===== src/rtl/alu_seq_pkg.sv =====
// Shared types and opcode definitions for the register-register ALU instruction sequencer.
package alu_seq_pkg;

  localparam int OPC_W = 5;

  typedef enum logic [3:0] {
    S_IDLE,
    S_T0,
    S_T1,
    S_T2,
    S_DEC,
    S_T3,
    S_T4,
    S_T5,
    S_T5W,
    S_T6,
    S_DONE
  } state_t;

  localparam logic [OPC_W-1:0] OP_ADD  = 5'b00011;
  localparam logic [OPC_W-1:0] OP_SUB  = 5'b00100;
  localparam logic [OPC_W-1:0] OP_SHR  = 5'b00101;
  localparam logic [OPC_W-1:0] OP_SHRA = 5'b00110;
  localparam logic [OPC_W-1:0] OP_SHL  = 5'b00111;
  localparam logic [OPC_W-1:0] OP_ROR  = 5'b01000;
  localparam logic [OPC_W-1:0] OP_ROL  = 5'b01001;
  localparam logic [OPC_W-1:0] OP_AND  = 5'b01010;
  localparam logic [OPC_W-1:0] OP_OR   = 5'b01011;
  localparam logic [OPC_W-1:0] OP_MUL  = 5'b01111;
  localparam logic [OPC_W-1:0] OP_DIV  = 5'b10000;
  localparam logic [OPC_W-1:0] OP_NEG  = 5'b10001;
  localparam logic [OPC_W-1:0] OP_NOT  = 5'b10010;

  // Unary ops take their single operand from rb and skip the Y load
  function automatic logic is_unary(input logic [OPC_W-1:0] op);
    return (op == OP_NEG) || (op == OP_NOT);
  endfunction

  function automatic logic is_hilo(input logic [OPC_W-1:0] op);
    return (op == OP_MUL) || (op == OP_DIV);
  endfunction

  function automatic logic is_legal_op(input logic [OPC_W-1:0] op);
    logic legal;
    legal = 1'b0;
    case (op)
      OP_ADD, OP_SUB, OP_SHR, OP_SHRA, OP_SHL, OP_ROR, OP_ROL,
      OP_AND, OP_OR, OP_MUL, OP_DIV, OP_NEG, OP_NOT: legal = 1'b1;
      default: legal = 1'b0;
    endcase
    return legal;
  endfunction

endpackage


===== src/rtl/reg_onehot_dec.sv =====
// Register index to one-hot select decoder; all-zero when disabled or index out of range.
module reg_onehot_dec #(
  parameter int REG_IDX_W = 4,
  parameter int REG_CNT   = 16
) (
  input  logic                 en,
  input  logic [REG_IDX_W-1:0] idx,
  output logic [REG_CNT-1:0]   onehot
);

  always_comb begin
    onehot = '0;
    for (int i = 0; i < REG_CNT; i++) begin
      onehot[i] = en && (idx == REG_IDX_W'(i));
    end
  end

endmodule


===== src/rtl/alu_instr_sequencer.sv =====
// Control-step sequencer for register-register ALU instructions on the shared-bus datapath:
// fetch T0-T2 with memory wait states, decode, then execute T3-T6 driven by the IR fields.
module alu_instr_sequencer
  import alu_seq_pkg::*;
#(
  parameter int DATA_W    = 32,
  parameter int REG_CNT   = 16,
  parameter int REG_IDX_W = 4,
  parameter int OP_W      = 5,
  parameter int WAIT_MAX  = 15
) (
  input  logic               clk,
  input  logic               clr,
  input  logic               start,
  input  logic               run_mode,
  input  logic               step,
  input  logic               mem_ready,
  input  logic [DATA_W-1:0]  ir_q,
  output logic               busy,
  output logic               done,
  output logic               err,
  output logic               pc_out,
  output logic               mdr_out,
  output logic               zlo_out,
  output logic               zhi_out,
  output logic               mar_rd,
  output logic               mdr_rd,
  output logic               ir_rd,
  output logic               y_rd,
  output logic               pc_rd,
  output logic               zlo_rd,
  output logic               zhi_rd,
  output logic               hi_rd,
  output logic               lo_rd,
  output logic               inc_pc,
  output logic               read,
  output logic [OP_W-1:0]    op_sel,
  output logic [REG_CNT-1:0] r_rd,
  output logic [REG_CNT-1:0] r_wrt
);

  localparam int CNT_W     = $clog2(WAIT_MAX + 1);
  localparam int FIELD_LSB = DATA_W - OP_W - 3 * REG_IDX_W;

  state_t             state;
  logic [CNT_W-1:0]   wait_cnt;
  logic               adv;
  logic [OP_W-1:0]    op;
  logic [REG_IDX_W-1:0] ra, rb, rc;
  logic               unary, hilo, idx_bad, illegal;
  logic               wrt_en, rd_en;
  logic [REG_IDX_W-1:0] wrt_idx;
  logic               unused_ir_bits;

  assign adv = run_mode | step;
  assign op  = ir_q[DATA_W-1 -: OP_W];
  assign ra  = ir_q[DATA_W-OP_W-1 -: REG_IDX_W];
  assign rb  = ir_q[DATA_W-OP_W-REG_IDX_W-1 -: REG_IDX_W];
  assign rc  = ir_q[DATA_W-OP_W-2*REG_IDX_W-1 -: REG_IDX_W];
  assign unused_ir_bits = ^ir_q[FIELD_LSB-1:0];

  assign unary = is_unary(op);
  assign hilo  = is_hilo(op);

  // Index range check only exists when the register file is smaller than the field can address
  if (REG_CNT < (1 << REG_IDX_W)) begin : g_idx_chk
    assign idx_bad = (ra >= REG_IDX_W'(REG_CNT)) || (rb >= REG_IDX_W'(REG_CNT)) ||
                     (!unary && (rc >= REG_IDX_W'(REG_CNT)));
  end else begin : g_no_idx_chk
    assign idx_bad = 1'b0;
  end

  assign illegal = !is_legal_op(op) || idx_bad;

  always_ff @(posedge clk or negedge clr) begin
    if (!clr) begin
      state    <= S_IDLE;
      wait_cnt <= '0;
      err      <= 1'b0;
    end else begin
      err <= 1'b0;
      case (state)
        S_IDLE: if (start) state <= S_T0;
        S_T0: if (adv) begin
          state    <= S_T1;
          wait_cnt <= '0;
        end
        // T1 is paced by memory, not by run/step; the counter never passes WAIT_MAX
        S_T1: begin
          if (mem_ready) begin
            state <= S_T2;
          end else if (wait_cnt == CNT_W'(WAIT_MAX)) begin
            state <= S_IDLE;
            err   <= 1'b1;
          end else begin
            wait_cnt <= wait_cnt + CNT_W'(1);
          end
        end
        S_T2: if (adv) state <= S_DEC;
        S_DEC: if (adv) begin
          if (illegal) begin
            state <= S_IDLE;
            err   <= 1'b1;
          end else begin
            state <= unary ? S_T4 : S_T3;
          end
        end
        S_T3:  if (adv) state <= S_T4;
        S_T4:  if (adv) state <= hilo ? S_T5W : S_T5;
        S_T5:  if (adv) state <= S_DONE;
        S_T5W: if (adv) state <= S_T6;
        S_T6:  if (adv) state <= S_DONE;
        S_DONE: state <= S_IDLE;
        default: state <= S_IDLE;
      endcase
    end
  end

  always_comb begin
    busy    = 1'b0;
    done    = 1'b0;
    pc_out  = 1'b0;
    mdr_out = 1'b0;
    zlo_out = 1'b0;
    zhi_out = 1'b0;
    mar_rd  = 1'b0;
    mdr_rd  = 1'b0;
    ir_rd   = 1'b0;
    y_rd    = 1'b0;
    pc_rd   = 1'b0;
    zlo_rd  = 1'b0;
    zhi_rd  = 1'b0;
    hi_rd   = 1'b0;
    lo_rd   = 1'b0;
    inc_pc  = 1'b0;
    read    = 1'b0;
    op_sel  = '0;
    wrt_en  = 1'b0;
    rd_en   = 1'b0;
    wrt_idx = rc;
    case (state)
      S_T0: begin
        busy = 1'b1; pc_out = 1'b1; mar_rd = 1'b1; inc_pc = 1'b1; zlo_rd = 1'b1;
      end
      S_T1: begin
        busy = 1'b1; zlo_out = 1'b1; read = 1'b1; mdr_rd = 1'b1;
        pc_rd = (wait_cnt == '0);
      end
      S_T2:  begin busy = 1'b1; mdr_out = 1'b1; ir_rd = 1'b1; end
      S_DEC: busy = 1'b1;
      S_T3: begin
        busy = 1'b1; y_rd = 1'b1; wrt_en = 1'b1; wrt_idx = rb;
      end
      S_T4: begin
        busy = 1'b1; op_sel = op; zlo_rd = 1'b1; zhi_rd = hilo;
        wrt_en = 1'b1; wrt_idx = unary ? rb : rc;
      end
      S_T5:  begin busy = 1'b1; zlo_out = 1'b1; rd_en = 1'b1; end
      S_T5W: begin busy = 1'b1; zlo_out = 1'b1; lo_rd = 1'b1; end
      S_T6:  begin busy = 1'b1; zhi_out = 1'b1; hi_rd = 1'b1; end
      S_DONE: done = 1'b1;
      default: ;
    endcase
  end

  reg_onehot_dec #(.REG_IDX_W(REG_IDX_W), .REG_CNT(REG_CNT)) u_rd_dec (
    .en     (rd_en),
    .idx    (ra),
    .onehot (r_rd)
  );

  reg_onehot_dec #(.REG_IDX_W(REG_IDX_W), .REG_CNT(REG_CNT)) u_wrt_dec (
    .en     (wrt_en),
    .idx    (wrt_idx),
    .onehot (r_wrt)
  );

endmodule


===== config.mk =====
export PLATFORM = sky130hd
export DESIGN_NAME = alu_instr_sequencer
export DESIGN_NICKNAME = d
export VERILOG_FILES = /design/src/rtl/alu_seq_pkg.sv /design/src/rtl/reg_onehot_dec.sv /design/src/rtl/alu_instr_sequencer.sv
export SDC_FILE = /design/constraint.sdc
export NUM_CORES = 1
export LEC_CHECK = 0
export CAP_MARGIN = 5
export CORE_ASPECT_RATIO = 0.75
export CORE_MARGIN = 1
export CORE_UTILIZATION = 30
export DETAILED_ROUTE_END_ITERATION = 7
export GPL_TIMING_DRIVEN = 0
export PLACE_DENSITY = 0.88
export SKIP_LAST_GASP = 1
export SLEW_MARGIN = 20
export SYNTH_ARGS = -nofsm -noshare
export SYNTH_HDL_FRONTEND = slang
export SYNTH_HIERARCHICAL = 1
export SYNTH_SLANG_ARGS = --single-unit

===== constraint.sdc =====
create_clock -name clk -period 2.2 [get_ports clk]
set_input_delay 0.33 -clock clk [delete_from_list [all_inputs] [get_ports clk]]
set_output_delay 0.33 -clock clk [all_outputs]
set_load 0.01 [all_outputs]

# After elaboration in Yosys (flattened, before gate mapping)
# Memories as Yosys holds them, arrays and structs flattened.
# Index checks and enable logic that the tools add are counted.
dict set report classes {
  n_reduce_logical 46
  eq_ne 56
  addsub 1
  bitwise_logic 1
  n_mux 40
}
# op n
set ops {}
lappend ops {{equality test 4 bit, second input constant} 20}
lappend ops {{two-way mux 4 bit} 15}
lappend ops {{equality test 4 x 3 -> 1 bit, second input constant} 12}
lappend ops {{case mux 4 bit (9 select lines)} 1}
lappend ops {{logical AND 1 bit} 32}
lappend ops {{equality test 4 x 2 -> 1 bit, second input constant} 6}
lappend ops {{two-way mux 1 bit} 18}
lappend ops {{!= test 2 bit, second input constant} 9}
lappend ops {{zero test 4 bit} 4}
lappend ops {{case mux 4 bit (2 select lines)} 2}
lappend ops {{equality test 5 bit, second input constant} 3}
lappend ops {{equality test 4 x 1 -> 1 bit, second input constant} 3}
lappend ops {{AND reduction 9 bit} 1}
lappend ops {{OR reduction 9 bit} 1}
lappend ops {{OR reduction 2 bit} 3}
lappend ops {{equality test 5 x 4 -> 1 bit, second input constant} 1}
lappend ops {{two-way mux 5 bit} 1}
lappend ops {{adder 4 x 1 -> 4 bit, second input constant} 1}
lappend ops {{AND reduction 4 bit} 1}
lappend ops {{two-way mux 3 bit} 1}
lappend ops {{!= test 3 bit, second input constant} 1}
lappend ops {{OR reduction 3 bit} 1}
lappend ops {{logical OR 1 bit} 2}
lappend ops {{two-way mux 2 bit} 1}
lappend ops {{4 further kinds} 4}
dict set report word_totals {
  memories 1
  input_bits 38
  output_inout_bits 55
  romBits 32
  elab_cells 148
  reg_bits 9
}
# memory depth word_bits rd rd_clocked_by_memory_dff write_ports line_no
set mem_list {}
lappend mem_list {{(name not given)} 32 1 1 0 0 alu_seq_pkg.sv:46} ;# case (op)

# Longest topological paths before layout
dict set report logic_depth {
  ltp_word 6
  depth_mapped 8
  mapped_depth_nobuf 7
}

# Hierarchy
# The synthesis kept the hierarchy.
# mod area_per_inst_um2 seq_area_each_um2 instances cells_each
set by_module_without_submodules {}
lappend by_module_without_submodules {alu_instr_sequencer 924.6 225.2 1 119}
lappend by_module_without_submodules {reg_onehot_dec 117.6 0.0 2 23}

# Worst setup path after synthesis
# Ideal clock, no wire load.
dict set report synth_timing {
  kind {register -> output}
  from {register state[0]}
  to {output port r_wrt[0]}
  stages_incl_launch_ff 9
  arrival_time_ns 2.154
  t_required_ns 1.870
  setup_slack_ns -0.284
  path_buffers 1
  path_cell_list {dfrtp_1 clkbuf_1 inv_1 nand2_1 o21a_1 nor2_1 mux2_2 or3b_4 nor3_2}
}
dict set report synth_via {
  elab_chain_len 4
  word_cells_on_any_way 7
  classes_between {2 x eq/ne; 2 x mux; 3 x reduce/logical}
}
# element line_no
set synth_lines {}
lappend synth_lines {{from (decl)} alu_instr_sequencer.sv:45} ;# state_t state;
lappend synth_lines {{from (signal assigned)} alu_instr_sequencer.sv:105} ;# state <= unary ? S_T4 : S_T3;
lappend synth_lines {{from (signal assigned)} alu_instr_sequencer.sv:109} ;# S_T4: if (adv) state <= hilo ? S_T5W : S_T5;
lappend synth_lines {{equality test 4 x 3 -> 1 bit} alu_instr_sequencer.sv:141} ;# case (state)
lappend synth_lines {{case mux 4 bit (2 select lines) *} alu_instr_sequencer.sv:141}
lappend synth_lines {{via wrt_idx[2]} alu_instr_sequencer.sv:52} ;# logic [REG_IDX_W-1:0] wrt_idx;
lappend synth_lines {{zero test 4 bit *} reg_onehot_dec.sv:14} ;# onehot[i] = en && (idx == REG_IDX_W'(i));
lappend synth_lines {{logical AND 1 bit *} reg_onehot_dec.sv:14}
lappend synth_lines {{to (decl)} alu_instr_sequencer.sv:39} ;# output logic [REG_CNT-1:0] r_wrt
# Mark *: on every way through the listed nets, which the timed path passes. The rest lies on a longest branch.

# Worst setup path in the final report
# Ends and elaborated chain as after synthesis.

==> summary.txt <==
Run status
  – Status: complete, but fails checks
  – Failing checks: negative setup slack

Floorplan
  – Core area: 3685 sq um
  – DIE HEIGHT: 55.85 um
  – Die area: 4121 sq um
  – Number of top-level pins: 93
  – Num rows: 19
  – Initial Util: 31.48%
  – Die width: 73.80 um

CTS
  – CTS tree: yes
  – Clk buf depth: 2
  – CTS H-tree lvls: 1
  – Cts bufs inserted: 3
  – Clock latency on the worst-skew pair: 240 ps
  – Clk sink count: 9
  – Reg clk slew, reported paths: 50 ps
  – CTS root buf: clkbuf_8

Logic synthesis
  – Mapped Nets: 205
  – Cell taking the most area after synthesis: dfrtp_1
  – Mapped cell area: 1160 sq um
  – Post-synthesis area per instance: 7.029 sq um
  – Sequential-to-total area share from yosys stat: 19.42%
  – Distinct cells, synth: 47
  – Synth Flop Type: dfrtp_1
  – Cells after Synth: 165
  – FFs w/ async S/R, synth: 100.0%
  – Yosys reg bits: 9
  – Top-area cell type share of the netlist area: 19.42%
  – Post-synth EDFFs: 0
  – Largest cells by area after synthesis: dfrtp_1, nor2_1, nor3_1
  – Ys Warns: 6

Drt
  – Final ANT Viol Nets: 0
  – Routed WL: 5.312 mm
  – Via count: 1738
  – Vias per std cell: 5.188
  – Post-route DRC: 0
  – Pre-antenna DRT Iters: 6
  – Iteration-0 DRC Markers: 152
  – Routed WL per cell: 15.86 um

Power
  – Peak supply drop: 0.4260 mV
  – Leakage: 1.368 nW
  – Power Density: 825.8 nW/um^2
  – Overall power: 2.060 mW

Global routing
  – Global-route wire length before repair: 6.423 mm
  – Initial antenna violation count: 0
  – GRT Util Overall: 19.76%
  – Vias in the first global route: 1418
  – Largest net degree at the start of global routing: 11
  – Gr ovfl total: 0

Placement
  – Dpl hpwl: 2.942 mm
  – Placement Setup Slack: -1256 ps
  – Routability cong.: 0.8386
  – IO buf count: 77

Worst setup path
  – Delay-heaviest family, CP: simple AND/OR/NAND/NOR gates
  – Buf/Inv on CP: 3
  – Worst path max stage delay: 460 ps
  – Setup crit end kind: output port
  – Worst EP required: 1870 ps
  – Ordered list of cells on the worst path: clkbuf_8 > inv_4 > nand2_4 > o21a_1 > nor2_4 > mux2_4 > or3b_4 > nor3_4 > buf_2
  – WP data arrival: 2330 ps
  – Worst Setup Path Type: register to output port
  – Slowest stage cell on the critical path: or3b_4
  – Startpoint types: register
  – Worst-path fanout max: 4

Finish
  – Filler cell count: 270
  – Most frequent cells in the layout: buf_4, clkdlybuf4s50_1, nor2_1
  – Area growth syn-to-layout: 115.1%
  – Number of nets in the layout: 324
  – Commonest non-fill, non-tap cell in the layout: buf_4
  – Final Util: 67.71%
  – Layout cell share with drive strength beyond 1: 43.11%
  – Number of antenna diodes: 0

STA
  – Final setup vio count: 32
  – Worst-margin pin slew: 510.8 ps
  – Max_slew headroom: 65.95%
  – Fmax: 375.8 MHz
  – Clock Skew: 7.336 ps
  – Post-Route Setup TNS: -8051 ps
  – Fin. max-slew vios: 0
  – Hold_ws: 376.8 ps
  – Final worst path period share: 120.9%
  – Crit path time final: 2661 ps
  – Final Hold Vio Count: 0
  – Final setup margin: -460.9 ps
  – RSZ-0062 raised after global routing: true

Flow run
  – Max_cap viols: 0

Min path
  – HP Class: input port to async pin
## cell families (layout without fill, tap and decap cells)
group / after synthesis / count (layout) / share of synthesized area, %
AO/OA/AOI/OAI: 32 / 32 / 19.74
XOR/XNOR: 2 / 2 / 1.511
adder cells (fa/ha/maj): 2 / 2 / 2.157
buffers and inverters: 17 / 135 / 7.228
flip-flops: 9 / 9 / 19.42
multiplexers: 6 / 6 / 5.825
AND/OR/NAND/NOR: 97 / 97 / 44.12
## area by class of cell
cell class / instances / area [sq um] / share of cell area [%]
flip-flops and latches: 9 / 227.7 / 9.127
clock buffers: 4 / 45.04 / 1.805
inverters: 6 / 25.02 / 1.003
plain buffers: 10 / 86.33 / 3.460
repair buffers: 115 / 1008 / 40.42
well taps: 52 / 65.06 / 2.608
multi-input cells: 139 / 1037 / 41.57
## routing by layer
layer  global-route usage, %  up-vias  wire [um]  share of wire [%]
li1                        -      821          -                  -
met1                   27.57      828       2177                 41
met2                   31.59       73       2738                 52
met3                   2.536       16        257                4.8
met4                   6.044        0        138                2.6
met5                       0        -          0                  0
## path summary, 6_finish.rpt
path	endpoint	slack, ps	start	depth (start not counted)
worst min-delay path	state[0]$_DFFE_PN0P_	380	clr	1
worst max register to register	state[0]$_DFFE_PN0P_	10	state[2]$_DFFE_PN0P_	6
min in group clk	wait_cnt[0]$_DFFE_PN0P_	590	wait_cnt[0]$_DFFE_PN0P_	1
worst max-delay path	r_wrt[0]	-460	state[0]$_DFFE_PN0P_	9
worst min register to register	wait_cnt[0]$_DFFE_PN0P_	590	wait_cnt[0]$_DFFE_PN0P_	1
max in group asynchronous	state[2]$_DFFE_PN0P_	1530	clr	1
## flip-flops by register name, indices dropped and copies added (netlist names)
name	flops
wait_cnt	4
err	1
state	4
## cell usage after synthesis (all sizes together) (2+ instances only)
| library cell | count |
|---|---|
| clkbuf | 5 |
| a21oi | 7 |
| or3b | 2 |
| a211o | 2 |
| nand3b | 4 |
| buf | 6 |
| nor3 | 14 |
| mux2 | 6 |
| nand2b | 7 |
| dfrtp | 9 |
| nor2b | 3 |
| ha | 2 |
| nand2 | 9 |
| nor2 | 39 |
| nand3 | 5 |
| and2 | 6 |
| xor2 | 2 |
| o21a | 2 |
| o21ai | 6 |
| nor3b | 3 |
| o21bai | 2 |
| inv | 6 |
## power by group
part | internal (mW) | total [mW] | leakage (nW) | switching [mW]
combinational | 0.811 | 1.58 | 1.23 | 0.771
clock | 0.127 | 0.198 | 0.0228 | 0.0712
sequential | 0.217 | 0.280 | 0.117 | 0.0627
total | 1.16 | 2.06 | 1.37 | 0.905
## per-stage QoR
step | instance area [sq um] | instances
floorplan | 1214 | 165
global placement | 2049 | 294
detailed placement | 2049 | 294
CTS | 2268 | 321
global route | 2495 | 335
finish | 2495 | 335
## timing repair
action / CTS / global route
buffers inserted: 24 / 17
pin swaps: 11 / 10
endpoints found under the setup margin: 51 / 52
resized for setup: 102 / 74
hold buffers: 0 / 0
No activity file was read; power rests on OpenSTA's default activity.
